`src/rtl/ltc2324_acq_ctrl_if.sv`:
```
`default_nettype none
// ============================================================================
// ltc2324_acq_ctrl_if : AXI-Stream beat bus from the acquisition sequencer.
// Rev 1.0
// ============================================================================
interface ltc2324_acq_ctrl_if #(
  parameter int DATA_W = 16
);
  logic [DATA_W-1:0] tdata;
  logic              tvalid;
  logic              tready;
  logic              tlast;

  modport master (output tdata, output tvalid, output tlast, input tready);
  modport slave  (input tdata, input tvalid, input tlast, output tready);
endinterface
`default_nettype wire

```
`src/rtl/ltc2324_acq_ctrl.sv`:
```
`default_nettype none
// ============================================================================
// ltc2324_acq_ctrl : gates the LTC2324 driver, decimates its 4-channel results
// and serialises a programmed number of samples onto an AXI-Stream master.
// Rev 1.0
// ============================================================================
module ltc2324_acq_ctrl #(
  parameter int DATA_W = 16,
  parameter int CNT_W  = 32
) (
  input  logic                clk,
  input  logic                rst_n,
  input  logic                start_i,
  input  logic                stop_i,
  input  logic [CNT_W-1:0]    cfg_count_i,
  input  logic [15:0]         cfg_decim_i,
  input  logic [3:0]          cfg_ch_mask_i,
  output logic                adc_sample_en_o,
  input  logic                adc_valid_i,
  input  logic [DATA_W-1:0]   adc_ch1_i,
  input  logic [DATA_W-1:0]   adc_ch2_i,
  input  logic [DATA_W-1:0]   adc_ch3_i,
  input  logic [DATA_W-1:0]   adc_ch4_i,
  ltc2324_acq_ctrl_if.master  m_axis,
  output logic                busy_o,
  output logic                done_o,
  output logic                aborted_o,
  output logic                overflow_o,
  output logic [CNT_W-1:0]    samples_done_o
);

  typedef enum logic [1:0] {
    ST_IDLE  = 2'd0,
    ST_RUN   = 2'd1,
    ST_FLUSH = 2'd2,
    ST_DONE  = 2'd3
  } state_t;

  state_t                   state_q,     state_d;
  logic [CNT_W-1:0]         count_q,     count_d;
  logic [15:0]              decim_q,     decim_d;
  logic [3:0]               mask_q,      mask_d;
  logic [15:0]              dec_cnt_q,   dec_cnt_d;
  logic [CNT_W-1:0]         samples_q,   samples_d;
  logic [3:0][DATA_W-1:0]   buf_q,       buf_d;
  logic [3:0]               pend_q,      pend_d;
  logic                     last_q,      last_d;
  logic                     sample_en_q, sample_en_d;
  logic                     done_q,      done_d;
  logic                     aborted_q,   aborted_d;
  logic                     overflow_q,  overflow_d;

  logic                     tvalid;
  logic                     hs;
  logic [3:0]               pend_rest;
  logic                     single_pend;
  logic                     last_hs;
  logic                     buf_free;
  logic                     keep;
  logic [CNT_W-1:0]         samples_inc;
  logic [1:0]               beat_idx;

  // Lowest pending channel is the one currently on the bus.
  always_comb begin
    beat_idx = 2'd0;
    for (int i = 3; i >= 0; i--) begin
      if (pend_q[i]) beat_idx = 2'(i);
    end
  end

  assign tvalid      = |pend_q;
  assign hs          = tvalid && m_axis.tready;
  assign pend_rest   = pend_q & (pend_q - 4'd1);
  assign single_pend = tvalid && (pend_rest == 4'd0);
  assign last_hs     = hs && single_pend;
  assign buf_free    = !tvalid || last_hs;
  assign keep        = adc_valid_i && (dec_cnt_q == 16'd0);
  assign samples_inc = samples_q + CNT_W'(1);

  always_comb begin
    state_d     = state_q;
    count_d     = count_q;
    decim_d     = decim_q;
    mask_d      = mask_q;
    dec_cnt_d   = dec_cnt_q;
    samples_d   = samples_q;
    buf_d       = buf_q;
    pend_d      = hs ? pend_rest : pend_q;
    last_d      = last_q;
    sample_en_d = sample_en_q;
    done_d      = 1'b0;
    aborted_d   = aborted_q;
    overflow_d  = overflow_q;

    case (state_q)
      ST_IDLE: begin
        if (start_i && (cfg_count_i != '0) && (cfg_ch_mask_i != 4'd0)) begin
          count_d     = cfg_count_i;
          decim_d     = cfg_decim_i;
          mask_d      = cfg_ch_mask_i;
          dec_cnt_d   = 16'd0;
          samples_d   = '0;
          overflow_d  = 1'b0;
          aborted_d   = 1'b0;
          last_d      = 1'b0;
          sample_en_d = 1'b1;
          state_d     = ST_RUN;
        end
      end
      ST_RUN: begin
        if (adc_valid_i) begin
          dec_cnt_d = (dec_cnt_q == decim_q) ? 16'd0 : dec_cnt_q + 16'd1;
        end
        if (keep) begin
          if (buf_free) begin
            buf_d     = {adc_ch4_i, adc_ch3_i, adc_ch2_i, adc_ch1_i};
            pend_d    = mask_q;
            samples_d = samples_inc;
            last_d    = (samples_inc == count_q);
            if (samples_inc == count_q) begin
              sample_en_d = 1'b0;
              state_d     = ST_FLUSH;
            end
          end else begin
            overflow_d = 1'b1;
          end
        end
        // Whatever remains buffered (including a same-cycle capture) closes the stream.
        if (stop_i) begin
          sample_en_d = 1'b0;
          aborted_d   = 1'b1;
          last_d      = 1'b1;
          state_d     = ST_FLUSH;
        end
      end
      ST_FLUSH: begin
        if (pend_d == 4'd0) state_d = ST_DONE;
      end
      ST_DONE: begin
        done_d  = 1'b1;
        state_d = ST_IDLE;
      end
      default: state_d = ST_IDLE;
    endcase
  end

  always_ff @(posedge clk or negedge rst_n) begin
    if (!rst_n) begin
      state_q     <= ST_IDLE;
      count_q     <= '0;
      decim_q     <= 16'd0;
      mask_q      <= 4'd0;
      dec_cnt_q   <= 16'd0;
      samples_q   <= '0;
      buf_q       <= '0;
      pend_q      <= 4'd0;
      last_q      <= 1'b0;
      sample_en_q <= 1'b0;
      done_q      <= 1'b0;
      aborted_q   <= 1'b0;
      overflow_q  <= 1'b0;
    end else begin
      state_q     <= state_d;
      count_q     <= count_d;
      decim_q     <= decim_d;
      mask_q      <= mask_d;
      dec_cnt_q   <= dec_cnt_d;
      samples_q   <= samples_d;
      buf_q       <= buf_d;
      pend_q      <= pend_d;
      last_q      <= last_d;
      sample_en_q <= sample_en_d;
      done_q      <= done_d;
      aborted_q   <= aborted_d;
      overflow_q  <= overflow_d;
    end
  end

  assign m_axis.tdata    = buf_q[beat_idx];
  assign m_axis.tvalid   = tvalid;
  assign m_axis.tlast    = last_q && single_pend;
  assign adc_sample_en_o = sample_en_q;
  assign busy_o          = (state_q == ST_RUN) || (state_q == ST_FLUSH);
  assign done_o          = done_q;
  assign aborted_o       = aborted_q;
  assign overflow_o      = overflow_q;
  assign samples_done_o  = samples_q;

endmodule
`default_nettype wire
```
`src/flat_wrapper.sv`:
```
// flat-port wrapper written by rule: the top's interface ports become plain ports
module ltc2324_acq_ctrl_flat 
#(
  parameter int DATA_W = 16,
  parameter int CNT_W  = 32
)
  (clk, rst_n, start_i, stop_i, cfg_count_i, cfg_decim_i, cfg_ch_mask_i, adc_sample_en_o, adc_valid_i, adc_ch1_i, adc_ch2_i, adc_ch3_i, adc_ch4_i, busy_o, done_o, aborted_o, overflow_o, samples_done_o, m_axis_tdata, m_axis_tvalid, m_axis_tlast, m_axis_tready);
  ltc2324_acq_ctrl_if #(.DATA_W(DATA_W)) m_axis_i ();
  input  logic clk;
  input  logic rst_n;
  input  logic start_i;
  input  logic stop_i;
  input  logic [CNT_W-1:0] cfg_count_i;
  input  logic [15:0] cfg_decim_i;
  input  logic [3:0] cfg_ch_mask_i;
  output logic adc_sample_en_o;
  input  logic adc_valid_i;
  input  logic [DATA_W-1:0] adc_ch1_i;
  input  logic [DATA_W-1:0] adc_ch2_i;
  input  logic [DATA_W-1:0] adc_ch3_i;
  input  logic [DATA_W-1:0] adc_ch4_i;
  output logic busy_o;
  output logic done_o;
  output logic aborted_o;
  output logic overflow_o;
  output logic [CNT_W-1:0] samples_done_o;
  output wire logic [$bits(m_axis_i.tdata)-1:0] m_axis_tdata;
  output wire logic [$bits(m_axis_i.tvalid)-1:0] m_axis_tvalid;
  output wire logic [$bits(m_axis_i.tlast)-1:0] m_axis_tlast;
  input wire logic [$bits(m_axis_i.tready)-1:0] m_axis_tready;
  assign m_axis_tdata = m_axis_i.tdata;
  assign m_axis_tvalid = m_axis_i.tvalid;
  assign m_axis_tlast = m_axis_i.tlast;
  assign m_axis_i.tready = m_axis_tready;
  ltc2324_acq_ctrl #(.DATA_W(DATA_W), .CNT_W(CNT_W)) u_core (.clk(clk), .rst_n(rst_n), .start_i(start_i), .stop_i(stop_i), .cfg_count_i(cfg_count_i), .cfg_decim_i(cfg_decim_i), .cfg_ch_mask_i(cfg_ch_mask_i), .adc_sample_en_o(adc_sample_en_o), .adc_valid_i(adc_valid_i), .adc_ch1_i(adc_ch1_i), .adc_ch2_i(adc_ch2_i), .adc_ch3_i(adc_ch3_i), .adc_ch4_i(adc_ch4_i), .m_axis(m_axis_i), .busy_o(busy_o), .done_o(done_o), .aborted_o(aborted_o), .overflow_o(overflow_o), .samples_done_o(samples_done_o));
endmodule
```
`config.mk`:
```
export PLATFORM = sky130hd
export DESIGN_NAME = ltc2324_acq_ctrl_flat
export DESIGN_NICKNAME = d
export VERILOG_FILES = /design/src/rtl/ltc2324_acq_ctrl_if.sv /design/src/rtl/ltc2324_acq_ctrl.sv /design/src/flat_wrapper.sv
export SDC_FILE = /design/constraint.sdc
export NUM_CORES = 1
export LEC_CHECK = 0
export ABC_AREA = 1
export BUFFER_PORTS_ARGS = -buffer_cell sky130_fd_sc_hd__buf_2
export CORE_MARGIN = 3
export CORE_UTILIZATION = 56
export DETAILED_ROUTE_END_ITERATION = 6
export PLACE_DENSITY = 0.76
export SLEW_MARGIN = 40
export SYNTH_ARGS = -nofsm -noshare
export SYNTH_HDL_FRONTEND = slang
export SYNTH_SLANG_ARGS = --single-unit
```
`constraint.sdc`:
```
create_clock -name clk -period 2.6 [get_ports clk]
set_input_delay 0.52 -clock clk [delete_from_list [all_inputs] [get_ports clk]]
set_output_delay 0.52 -clock clk [all_outputs]
set_load 0.02 [all_outputs]
```
After elaboration in Yosys (flattened, before gate mapping)
Index checks and enable logic that the tools add are counted.
{"block": "classes", "reduce_logical": 27, "bitwise": 1, "n_mux": 42, "magnitude_cmp": 1, "n_addsub": 3, "eq_ne": 15}
{"op": "$mux 32", "count": 3}
{"op": "$mux 16", "count": 4}
{"op": "$pmux 32 s2", "count": 1}
{"op": "$add 32x1->32 const B", "count": 1}
{"op": "$bmux 16 s2", "count": 1}
{"op": "$eq 32x32->1", "count": 1}
{"op": "$pmux 16 s2", "count": 1}
{"op": "$reduce_bool 32->1", "count": 1}
{"op": "$mux 2", "count": 10}
{"op": "$add 16x1->16 const B", "count": 1}
{"op": "$eq 16x16->1", "count": 1}
{"op": "$logic_not 16->1", "count": 1}
{"op": "$mux 4", "count": 4}
{"op": "$mux 1", "count": 13}
{"op": "$reduce_and 4->1", "count": 3}
{"op": "$reduce_and 5->1", "count": 2}
{"op": "$ne 3x2->1 const B", "count": 3}
{"op": "$reduce_and 3->1", "count": 3}
{"op": "$logic_not 4->1", "count": 2}
{"op": "$ne 2x1->1 const B", "count": 4}
{"op": "$pmux 1 s2", "count": 4}
{"op": "$pmux 2 s4", "count": 1}
{"op": "$logic_and 1x1->1", "count": 7}
{"op": "$ne 2x2->1 const B", "count": 3}
{"op": "other kinds (12)", "count": 14}
{"block": "word_totals", "reg_bits": 175, "input_bits": 122, "word_cells": 105}

Longest topological paths before layout
Gate-level depths: netlist (run 1).
{"block": "depth", "ltp_word": 10, "mapped_depth": 18, "mapped_depth_nobuf": 18}

Worst setup path before layout (run 1)
OpenSTA, ideal clock, no wires.
{"block": "synth_path", "path_type": "register to output", "startpoint": "register u_core.pend_q[3]", "endpoint": "output port m_axis_tdata[10]", "slack_ns": 0.398, "stages_incl_launch_ff": 8, "t_arrival_ns": 1.682, "cell_sequence": "dfrtp_1 inv_1 o21ai_0 nand2_1 inv_1 clkbuf_1 nor2_1 o32ai_1"}
{"block": "synth_between", "elab_chain_cells": 6}
{"item": "start, declared", "line": "ltc2324_acq_ctrl.sv:46", "rtl": "logic [3:0] pend_q, pend_d;"}
{"item": "start signal, assigned", "line": "ltc2324_acq_ctrl.sv:170", "rtl": "pend_q <= pend_d;"}
{"item": "$mux 2 (4 in series)", "line": "ltc2324_acq_ctrl.sv:67", "rtl": "if (pend_q[i]) beat_idx = 2'(i);"}
{"item": "$bmux 16 s2", "line": "ltc2324_acq_ctrl.sv:179", "rtl": "assign m_axis.tdata = buf_q[beat_idx];"}
{"item": "$mux 16 (not written as such)", "line": "ltc2324_acq_ctrl.sv:179"}
{"item": "end, declared", "line": "flat_wrapper.sv:27", "rtl": "output wire logic [$bits(m_axis_i.tdata)-1:0] m_axis_tdata;"}
Every way passes these cells. The select of a mux whose other input is x is not followed.

Final worst setup path (run 1)
{"block": "layout_path", "startpoint": "register u_core.pend_q[3]", "endpoint": "output port m_axis_tdata[13]"}
The elaborated chain is that of the path after synthesis.

==> out/results.txt, run 1 <==
DRT Wirelength -> 25430 um
Die area -> 18760 um^2
H-tree levels -> 4
Met3 GRT Util -> 5.551%
Pwr Density -> 1105 nW/um^2
Crit path DAT -> 2000 ps
Setup WS post-layout -> 82.54 ps
Gr busiest metal -> met2
Place WS -> 69.97 ps
Cell breakdown of the critical path -> inv_1 > o21ai_0 > nand2_1 > buf_6 > nor2_1 > o32ai_1 > buf_2
Top Family by Delay on Critical Path -> buffers and inverters
Met1 usage -> 37.88%
Fin Clk Skew -> 16.03 ps
Minimum clock period -> 2517 ps
Insertion delay to the later sink of the worst-skew pair -> 430 ps
CP startpoint kind -> register
Clock buffer depth -> 2
# nets final -> 1500
Global Route Usage Sum -> 27.32%
Vias -> 8862
Hold_buf cts -> 0
Final Max Slew Viols -> 0
Max rail drop VDD -> 0.7161 mV
Worst setup EP type -> output port
Total gr overflow -> 0
Register Area -> 4383 um^2
Reg2reg end -> u_core.state_q[0]
Vias in the first global route -> 8377
Commonest non-fill, non-tap cell in the layout -> nand2_1
Slowest stage delay, CP -> 390 ps
Filler cells -> 1334
Total Neg Setup Slack -> 0 ps
Vert. Die Dim -> 137.0 um
Num CTS Buffers -> 17
Sequential area share after synthesis -> 45.58%
Fmax achieved -> 0.3972 GHz
Syn_area_per_cell -> 8.100 um^2
Dpl cell area -> 10910 um^2
Most frequent cells in the layout -> nand2_1, buf_2, dfrtp_1
Multi-input logic area -> 4717 um^2
First-pass GRT wire length -> 40750 um
CP required -> 2080 ps
Syn Std Cell Area -> 9607 um^2
Post-DRT Antenna Nets -> 0
Critical path buffers and inverters -> 3
Iter 0 DRT Violations -> 589
Worst Max-Slew Pin Slew -> 551.9 ps
Post-synth EDFFs -> 0
Fin util -> 69.81%
Core footprint -> 16700 um^2
Post-layout instance area -> 11660 um^2
TritonCTS clock tree -> done
Crit path max fanout -> 20
Initial core utilization -> 57.52%
Status -> complete, no violations
Period utilization -> 96.83%
R2r worst-path depth -> 18
Slew HR -> 63.20%
Mapped Cells -> 1186
Cell Rows -> 47
Per-cell routed wire length -> 15.84 um
Sink Count -> 175
Post-DP HPWL -> 18290 um
Vias per std cell -> 5.521
IO Pins -> 177
Clock root buffer -> clkbuf_16
Setup CP Type -> register to output port
Largest net degree at the start of global routing -> 70
Critical R2R Launch -> u_core.samples_done_o[0]
GPL Wtd Cong -> 0.8764
Synth cell types -> 39
Die width -> 137.0 um
Ys Warns -> 0
TritonRoute pass-1 iters -> 5
I/O Buffers -> 176
Synth Register Bits -> 175
Reg-to-reg slack, setup -> 130 ps
Max-Cap Viols -> 0
DRC viols -> 0
Most used DFF post-synth -> dfrtp_1
GRT met2 Usage -> 43.30%
Syn_nets -> 1315
Async SR Flop Fraction -> 100.0%
Area grow syn2layout -> 21.36%
Slowest-stage cell, CP -> dfrtp_1
Fraction of layout cells with a size suffix above 1 -> 26.30%
RSZ-0062 raised after global routing -> yes
Clock-pin slew on the worst setup and hold paths -> 70 ps
WHS -> 16.95 ps
Hold Crit Class -> input port to async pin
Initial antenna violation count -> 1
Final setup viols -> 0
Leakage power -> 5.551 nW
Final hold vios -> 0
==> kinds of logic (layout without fill, tap and decap cells) <==
group | Yosys count | in the layout | synth area share, %
adder cells (fa/ha/maj) | 7 | 7 | 0.9117
AO/OA/AOI/OAI | 167 | 167 | 9.833
flip-flops | 175 | 175 | 45.58
multiplexers | 77 | 77 | 9.026
buffers and inverters | 166 | 364 | 6.629
XOR/XNOR | 20 | 20 | 1.823
AND/OR/NAND/NOR | 574 | 574 | 26.19
other | 0 | 1 | 0
==> power breakdown <==
part	internal, W	total (W)	switching [W]
clock	0.00137	0.00252	0.00116
combinational	0.00249	0.00604	0.00355
sequential	0.00374	0.00432	0.000573
total	0.00760	0.0129	0.00528
==> registers in the layout (all words and copies together) (netlist names) <==
| name | cells |
|---|---|
| u_core.dec_cnt_q | 16 |
| u_core.samples_done_o | 32 |
| u_core.buf_q | 64 |
| u_core.count_q | 32 |
| u_core.overflow_o | 1 |
| u_core.mask_q | 4 |
| u_core.decim_q | 16 |
| u_core.last_q | 1 |
| u_core.aborted_o | 1 |
| u_core.done_o | 1 |
| u_core.state_q | 2 |
| u_core.adc_sample_en_o | 1 |
| u_core.pend_q | 4 |
==> cell type report <==
| cell class | count | area share, % |
|---|---|---|
| Antenna cell | 1 | 0.02146 |
| Clock buffer | 19 | 3.799 |
| Sequential cell | 175 | 37.59 |
| Inverter | 126 | 4.057 |
| Tap cell | 220 | 2.361 |
| Clock inverter | 13 | 1.105 |
| Timing Repair Buffer | 206 | 10.60 |
| Multi-Input combinational cell | 845 | 40.46 |
==> synthesized netlist by cell type, drive strengths merged, types with 2 or more instances <==
| cell | n | area, um^2 |
|---|---|---|
| a22oi | 4 | 30.03 |
| nand2 | 274 | 1061 |
| mux2 | 77 | 867.1 |
| a21boi | 3 | 22.52 |
| nand4 | 15 | 93.84 |
| dfrtp | 175 | 4379 |
| o21ai | 112 | 564.3 |
| xnor2 | 5 | 43.79 |
| o32ai | 16 | 140.1 |
| nor3 | 9 | 45.04 |
| inv | 126 | 473.0 |
| a21oi | 24 | 123.9 |
| xor2 | 15 | 131.4 |
| ha | 7 | 87.58 |
| clkbuf | 28 | 105.1 |
| nor4 | 15 | 93.84 |
| nand3 | 107 | 540.5 |
| nor2 | 151 | 663.1 |
| o22ai | 2 | 12.51 |
| buf | 12 | 58.80 |
| o21a | 2 | 15.01 |
==> how the worst max path moves through the flow <==
stage                              from                     end  slack (ps)  cells after the start
3_5_place_dp            cfg_count_i[17]     u_core.dec_cnt_q[7]          70                     13
4_1_cts        u_core.samples_done_o[0]  u_core.adc_sample_en_o          40                     18
2_1_floorplan          u_core.pend_q[3]        m_axis_tdata[10]         400                      7
6_report               u_core.pend_q[3]        m_axis_tdata[13]          80                      7
3_3_place_gp            cfg_count_i[19]      u_core.count_q[23]         150                     10
5_1_grt        u_core.samples_done_o[1]       u_core.state_q[0]         -80                     16
==> worst reg2reg max path: cells and delay by family (launching register included) <==
family	cells	cell delay, ps
adders and majority gates	1	190
DFF	1	430
and+or+nand+nor	17	1770
==> per-stage QoR <==
stage / power [W] / std cells
after global routing: 0.01374 / 1604
after floorplan: 0.008240 / 1186
final: 0.01288 / 1605
after CTS: 0.01264 / 1601
after global placement: 0.009918 / 1568
after detailed placement: 0.01008 / 1569
==> layer usage <==
layer | wire (um) | up-vias
li1 | - | 4293
met5 | 13 | -
met1 | 11030 | 4223
met3 | 1725 | 47
met2 | 12120 | 297
met4 | 536 | 2
==> repair_timing <==
item | in CTS | in global routing
endpoints found under the setup margin | 0 | 21
setup buffers | 0 | 3
gates resized for setup | 0 | 39
hold endpoints to repair | 0 | 0
(Power assumes the default switching activity.)
==> run 2: changes to the inputs <==
--- a/config.mk
+++ b/config.mk
@@ -6,10 +6,11 @@
 export NUM_CORES = 1
 export LEC_CHECK = 0
 export ABC_AREA = 1
-export BUFFER_PORTS_ARGS = -buffer_cell sky130_fd_sc_hd__buf_2
 export CORE_MARGIN = 3
-export CORE_UTILIZATION = 56
+export CORE_UTILIZATION = 64
+export CTS_CLUSTER_DIAMETER = 150
 export DETAILED_ROUTE_END_ITERATION = 6
+export DONT_BUFFER_PORTS = 1
 export PLACE_DENSITY = 0.76
 export SLEW_MARGIN = 40
 export SYNTH_ARGS = -nofsm -noshare
==> out/results.txt, run 2 (synthesis gave the netlist of run 1 again) <==
Worst Max-Slew Pin Slew -> 806.3 ps (+254.4 ps)
Max-Cap Viols -> 0 (unchanged)
Leakage power -> 4.983 nW (-10%)
Die area -> 16520 um^2 (-12%)
Minimum clock period -> 2445 ps (-72.80 ps)
Max reg flops -> 64 (unchanged)
Pwr Density -> 1181 nW/um^2 (+6.9%)
# nets final -> 1359 (-9.4%)
Final hold vios -> 175 (+175)
Sw Pwr -> 0.005171 W (-2.0%)
Clock share of power -> 20.3% (+0.7 points)
Failing checks -> negative hold slack
WHS -> -213.9 ps (-230.9 ps)
Fin Clk Skew -> 10.34 ps (-5.690 ps)
Die width -> 128.5 um (-6.2%)
Initial antenna violation count -> 1 (unchanged)
Initial core utilization -> 65.85% (+8.3 points)
Worst setup EP type -> output port
CP Capture Point -> m_axis_tdata[13]
Critical R2R Launch -> u_core.samples_done_o[0]
Period utilization -> 94.03% (-2.8 points)
Vias per std cell -> 5.867 (+6.3%)
Int Power -> 0.007729 W (+1.7%)
TritonCTS clock tree -> done
Fraction of layout cells with a size suffix above 1 -> 17.38% (-8.9 points)
Fmax achieved -> 0.4091 GHz (+3.0%)
GPL Wtd Cong -> 0.8961 (+2.2%)
Place WS -> -88.88 ps (-158.8 ps)
Sink Count -> 175 (unchanged)
Clock buffer depth -> 2 (unchanged)
Setup CP Type -> register to output port
Vert. Die Dim -> 128.5 um (-6.2%)
Core footprint -> 14590 um^2 (-13%)
Vias -> 8378 (-5.5%)
First-pass GRT wire length -> 38640 um (-5.2%)
Insertion delay to the later sink of the worst-skew pair -> 430 ps (about the same)
Commonest non-fill, non-tap cell in the layout -> nand2_1
Sequential power share -> 33.6% (about the same)
Crit path from -> u_core.pend_q[3]
Setup WS post-layout -> 155.3 ps (+72.80 ps)
Final Max Slew Viols -> 0 (unchanged)
H-tree levels -> 4 (unchanged)
Cell Rows -> 44 (-6.4%)
RSZ-0062 raised after global routing -> no
Post-DRT Antenna Nets -> 0 (unchanged)
Most flop-heavy register -> u_core.buf_q
Max rail drop VDD -> 1.065 mV (+49%)
Reg-to-reg slack, setup -> 200 ps (+70 ps)
Vias in the first global route -> 7898 (-5.7%)
Iter 0 DRT Violations -> 688 (+17%)
Status -> complete, but fails checks
CP required -> 2080 ps (about the same)
Reg2reg end -> u_core.state_q[0]
Slew HR -> 46.24% (-17 points)
Num CTS Buffers -> 17 (unchanged)
Largest net degree at the start of global routing -> 176 (+150%)
Crit path DAT -> 1920 ps (-80 ps)
Post-DP HPWL -> 17410 um (-4.8%)
Clock-pin slew on the worst setup and hold paths -> 70 ps (about the same)
DRT Wirelength -> 24650 um (-3.0%)
Fin util -> 74.90% (+5.1 points)
Filler cells -> 1132 (-15%)
CP startpoint kind -> register
Total gr overflow -> 0 (unchanged)
R2r worst-path depth -> 14 (-4)
Per-cell routed wire length -> 17.26 um (+9.0%)
Most frequent cells in the layout -> nand2_1, dfrtp_1, nor2_1
Switching share of power -> 40.09% (-0.90 points)
DRC viols -> 0 (unchanged)
Total Neg Setup Slack -> 0 ps (unchanged)
Crit path max fanout -> 16 (-20%)
I/O Buffers -> 0 (-100%)
Final setup viols -> 0 (unchanged)
Comb pwr share -> 46.1% (-0.8 points)
TritonRoute pass-1 iters -> 6 (+1)
IO Pins -> 177 (unchanged)
Clock root buffer -> clkbuf_16
Hold Crit Class -> input port to async pin
Area grow syn2layout -> 13.74%
Global Route Usage Sum -> 29.49% (+2.2 points)
-- run 2: worst min path at each step --
stage / depth (start not counted) / end / slack, ps / from
2_1_floorplan: 0 / u_core.aborted_o / 220 / rst_n
5_1_grt: 0 / u_core.samples_done_o[18] / -240 / rst_n
3_5_place_dp: 0 / u_core.count_q[19] / 230 / rst_n
6_report: 0 / u_core.count_q[19] / -210 / rst_n
3_3_place_gp: 0 / u_core.count_q[19] / 230 / rst_n
4_1_cts: 0 / u_core.samples_done_o[18] / -230 / rst_n
-- run 2: timing repair --
action,in CTS,in global routing
cloned,0,1
pin swaps,1,3
buffers inserted,1,2
endpoints found under the setup margin,16,21
resized for setup,5,18
endpoints found under the hold margin,175,175
-- run 2: through the flow --
step                power, W  area [um^2]  instances
global placement    0.009827        10200       1391
global route         0.01370        10930       1428
detailed placement   0.01000        10200       1391
finish               0.01290        10930       1428
floorplan           0.008240         9607       1186
CTS                  0.01271        10820       1424
-- run 2: power by group through the flow --
stage | logic [W] | registers [W] | clock network (W)
finish | 0.00595 | 0.00434 | 0.00261
global route | 0.00650 | 0.00446 | 0.00274
CTS | 0.00575 | 0.00432 | 0.00263
detailed placement | 0.00564 | 0.00436 | 0
global placement | 0.00551 | 0.00431 | 0
floorplan | 0.00402 | 0.00422 | 0
-- run 2: cell type report --
type	count	area, um^2	area share, %
clock inverters	13	153.9	1.408
clock buffers	19	442.9	4.054
flip-flops and latches	175	4382	40.10
inverters	126	473.0	4.328
repair buffers	65	575.6	5.267
well taps	184	230.2	2.107
diodes	1	2.502	0.02290
multi-input cells	845	4667	42.71
-- run 2: worst max-delay path, cell delays in order, from the launching register on --
cell and delay (ps):
dfrtp_1 360, inv_1 90, o21ai_1 150, nand2_2 100
inv_2 120, buf_12 160, nor2_1 60, o32ai_1 240
buf_4 210
-- run 2: layer usage --
metal  global-route usage, %  vias to the layer above  share of wire (%)
met5                       0                        -                  0
met4                   8.153                        0                1.7
met3                   8.095                       36                8.6
met2                   47.59                      329                 48
met1                   39.68                     4006                 42
li1                        -                     4007                  -
==> run 3: changes to the inputs <==
==> constraint.sdc (replaced) <==
create_clock -name clk -period 2.6 [get_ports clk]
set_input_delay 0.52 -clock clk [delete_from_list [all_inputs] [get_ports clk]]
set_output_delay 0.52 -clock clk [all_outputs]
set_load 0.1 [all_outputs]
==> out/results.txt, run 3 (synthesis gave the netlist of run 1 again) <==
Initial antenna violation count -> 1 (unchanged)
Met3 GRT Util -> 9.008% (+0.91 points)
Reg-to-reg slack, setup -> 200 ps (about the same)
CP startpoint kind -> register
Max rail drop VDD -> 1.465 mV (+38%)
Vias per std cell -> 5.923 (+0.95%)
Area grow syn2layout -> 22.09%
Minimum clock period -> 2529 ps (+84.68 ps)
Switching share of power -> 47.47% (+7.4 points)
Filler cells -> 962 (-15%)
Die width -> 128.5 um (unchanged)
Most flop-heavy register -> u_core.buf_q
DRC viols -> 0 (unchanged)
Global Route Usage Sum -> 30.93% (+1.4 points)
# nets final -> 1382 (+1.7%)
Worst setup EP type -> output port
Final Max Slew Viols -> 0 (unchanged)
Commonest non-fill, non-tap cell in the layout -> nand2_1
Clock buffer depth -> 2 (unchanged)
IO Pins -> 177 (unchanged)
CP required -> 2080 ps (about the same)
Place WS -> 75.23 ps (+164.1 ps)
Crit path max fanout -> 15 (-1)
Fmax achieved -> 0.3954 GHz (-3.3%)
Vert. Die Dim -> 128.5 um (unchanged)
Final setup viols -> 0 (unchanged)
Max reg flops -> 64 (unchanged)
Status -> complete, but fails checks
Sink Count -> 175 (unchanged)
Fin util -> 80.39% (+5.5 points)
Fin Clk Skew -> 11.13 ps (+0.7929 ps)
Iter 0 DRT Violations -> 763 (+11%)
RSZ-0062 raised after global routing -> yes
Slew HR -> 41.78% (-4.5 points)
Placed Cells -> 1410 (+1.4%)
GRT met2 Usage -> 50.44% (+2.9 points)
Post-DP HPWL -> 17870 um (+2.6%)
Sequential power share -> 23.9% (-9.7 points)
Total gr overflow -> 0 (unchanged)
Layout Cells excl Fill -> 1449 (+1.5%)
Per-cell routed wire length -> 17.96 um (+4.0%)
Leakage power -> 5.235 nW (+5.1%)
Core footprint -> 14590 um^2 (unchanged)
R2r worst-path depth -> 16 (+2)
Hold Crit Class -> input port to async pin
Comb pwr share -> 62.3% (+16 points)
Worst Max-Slew Pin Slew -> 873.9 ps (+67.55 ps)
Reg2reg end -> u_core.state_q[0]
Vias -> 8582 (+2.4%)
Clock-pin slew on the worst setup and hold paths -> 60 ps (about the same)
Met1 usage -> 40.24% (+0.56 points)
Num CTS Buffers -> 17 (unchanged)
Critical R2R Launch -> u_core.samples_done_o[0]
Sw Pwr -> 0.008722 W (+69%)
DRT Wirelength -> 26030 um (+5.6%)
TritonRoute pass-1 iters -> 5 (-1)
Post-DRT Antenna Nets -> 0 (unchanged)
H-tree levels -> 4 (unchanged)
Gr busiest metal -> met2
Pwr Density -> 1567 nW/um^2 (+33%)
Vias in the first global route -> 8229 (+4.2%)
Setup CP Type -> register to output port
TritonCTS clock tree -> done
Fraction of layout cells with a size suffix above 1 -> 20.65% (+3.3 points)
Period utilization -> 97.28% (+3.3 points)
Die area -> 16520 um^2 (unchanged)
Final hold vios -> 175 (unchanged)
Setup WS post-layout -> 70.67 ps (-84.68 ps)
WHS -> -215.6 ps (-1.677 ps)
Failing checks -> negative hold slack
Cell Rows -> 44 (unchanged)
Clock root buffer -> clkbuf_16
Int Power -> 0.009651 W (+25%)
Most frequent cells in the layout -> nand2_1, dfrtp_1, nor2_1
Initial core utilization -> 65.85% (unchanged)
Insertion delay to the later sink of the worst-skew pair -> 430 ps (about the same)
Largest net degree at the start of global routing -> 176 (unchanged)
Max-Cap Viols -> 0 (unchanged)
Clock share of power -> 13.8% (-6.5 points)
GPL Wtd Cong -> 0.8782 (-2.0%)
First-pass GRT wire length -> 40730 um (+5.4%)
Crit path DAT -> 2010 ps (+90 ps)
I/O Buffers -> 0 (unchanged)
## run 3: power by group through the flow
| stage | logic (W) | clock network, W | registers [W] |
|---|---|---|---|
| 4_1_cts | 0.0112 | 0.00255 | 0.00436 |
| 2_1_floorplan | 0.00729 | 0 | 0.00444 |
| 3_5_place_dp | 0.0109 | 0 | 0.00437 |
| 5_1_grt | 0.0121 | 0.00267 | 0.00450 |
| 3_3_place_gp | 0.0107 | 0 | 0.00431 |
| 6_report | 0.0114 | 0.00254 | 0.00439 |
## run 3: stage by stage
stage / area (um^2) / TNS [ps] / power [W]
3_5_place_dp: 10930 / 0 / 0.01526
5_1_grt: 11730 / -206.8 / 0.01923
6_report: 11730 / 0 / 0.01837
3_3_place_gp: 10900 / 0 / 0.01497
2_1_floorplan: 9841 / -2603 / 0.01172
4_1_cts: 11570 / 0 / 0.01808
## run 3: how the worst max path moves through the flow
| stage | startpoint | endpoint | slack [ps] | cells past startpoint |
|---|---|---|---|---|
| 3_5_place_dp | cfg_count_i[21] | u_core.dec_cnt_q[14] | 80 | 12 |
| 3_3_place_gp | cfg_count_i[21] | u_core.dec_cnt_q[14] | 190 | 12 |
| 6_report | u_core.pend_q[1] | m_axis_tdata[9] | 70 | 7 |
| 5_1_grt | u_core.samples_done_o[0] | u_core.state_q[1] | -40 | 18 |
| 2_1_floorplan | u_core.pend_q[3] | m_axis_tdata[14] | -320 | 7 |
| 4_1_cts | u_core.pend_q[3] | m_axis_tdata[14] | 20 | 8 |
## run 3: worst max-delay path: stages (launching register included)
cell and delay [ps]:
dfrtp_1 390, inv_1 130, o21ai_2 80, nand2_2 150, buf_6 200, nor2_1 90
o32ai_4 320, buf_12 220
## run 3: cell type report
class	count	area, um^2	share of cell area, %
antenna	1	2.502	0.02134
clock inverter	6	85.08	0.7254
sequential	175	4390	37.43
multi-input combinational	845	4982	42.48
inverter	126	479.2	4.086
timing repair buffer	88	1067	9.100
clock buffer	24	491.7	4.192
tap	184	230.2	1.963
## run 3: what timing repair did
action                     in CTS  in global routing
gates cloned                    1                  2
resized for setup              15                 25
pin swaps                       1                  5
setup endpoints to repair      16                 35
setup buffers                   1                  4
hold endpoints to repair      175                175
## run 3: routing by layer
| layer | wire length, um | vias up |
|---|---|---|
| met2 | 12650 | 355 |
| met4 | 574 | 0 |
| li1 | - | 4059 |
| met3 | 2244 | 46 |
| met5 | 0 | - |
| met1 | 10560 | 4122 |
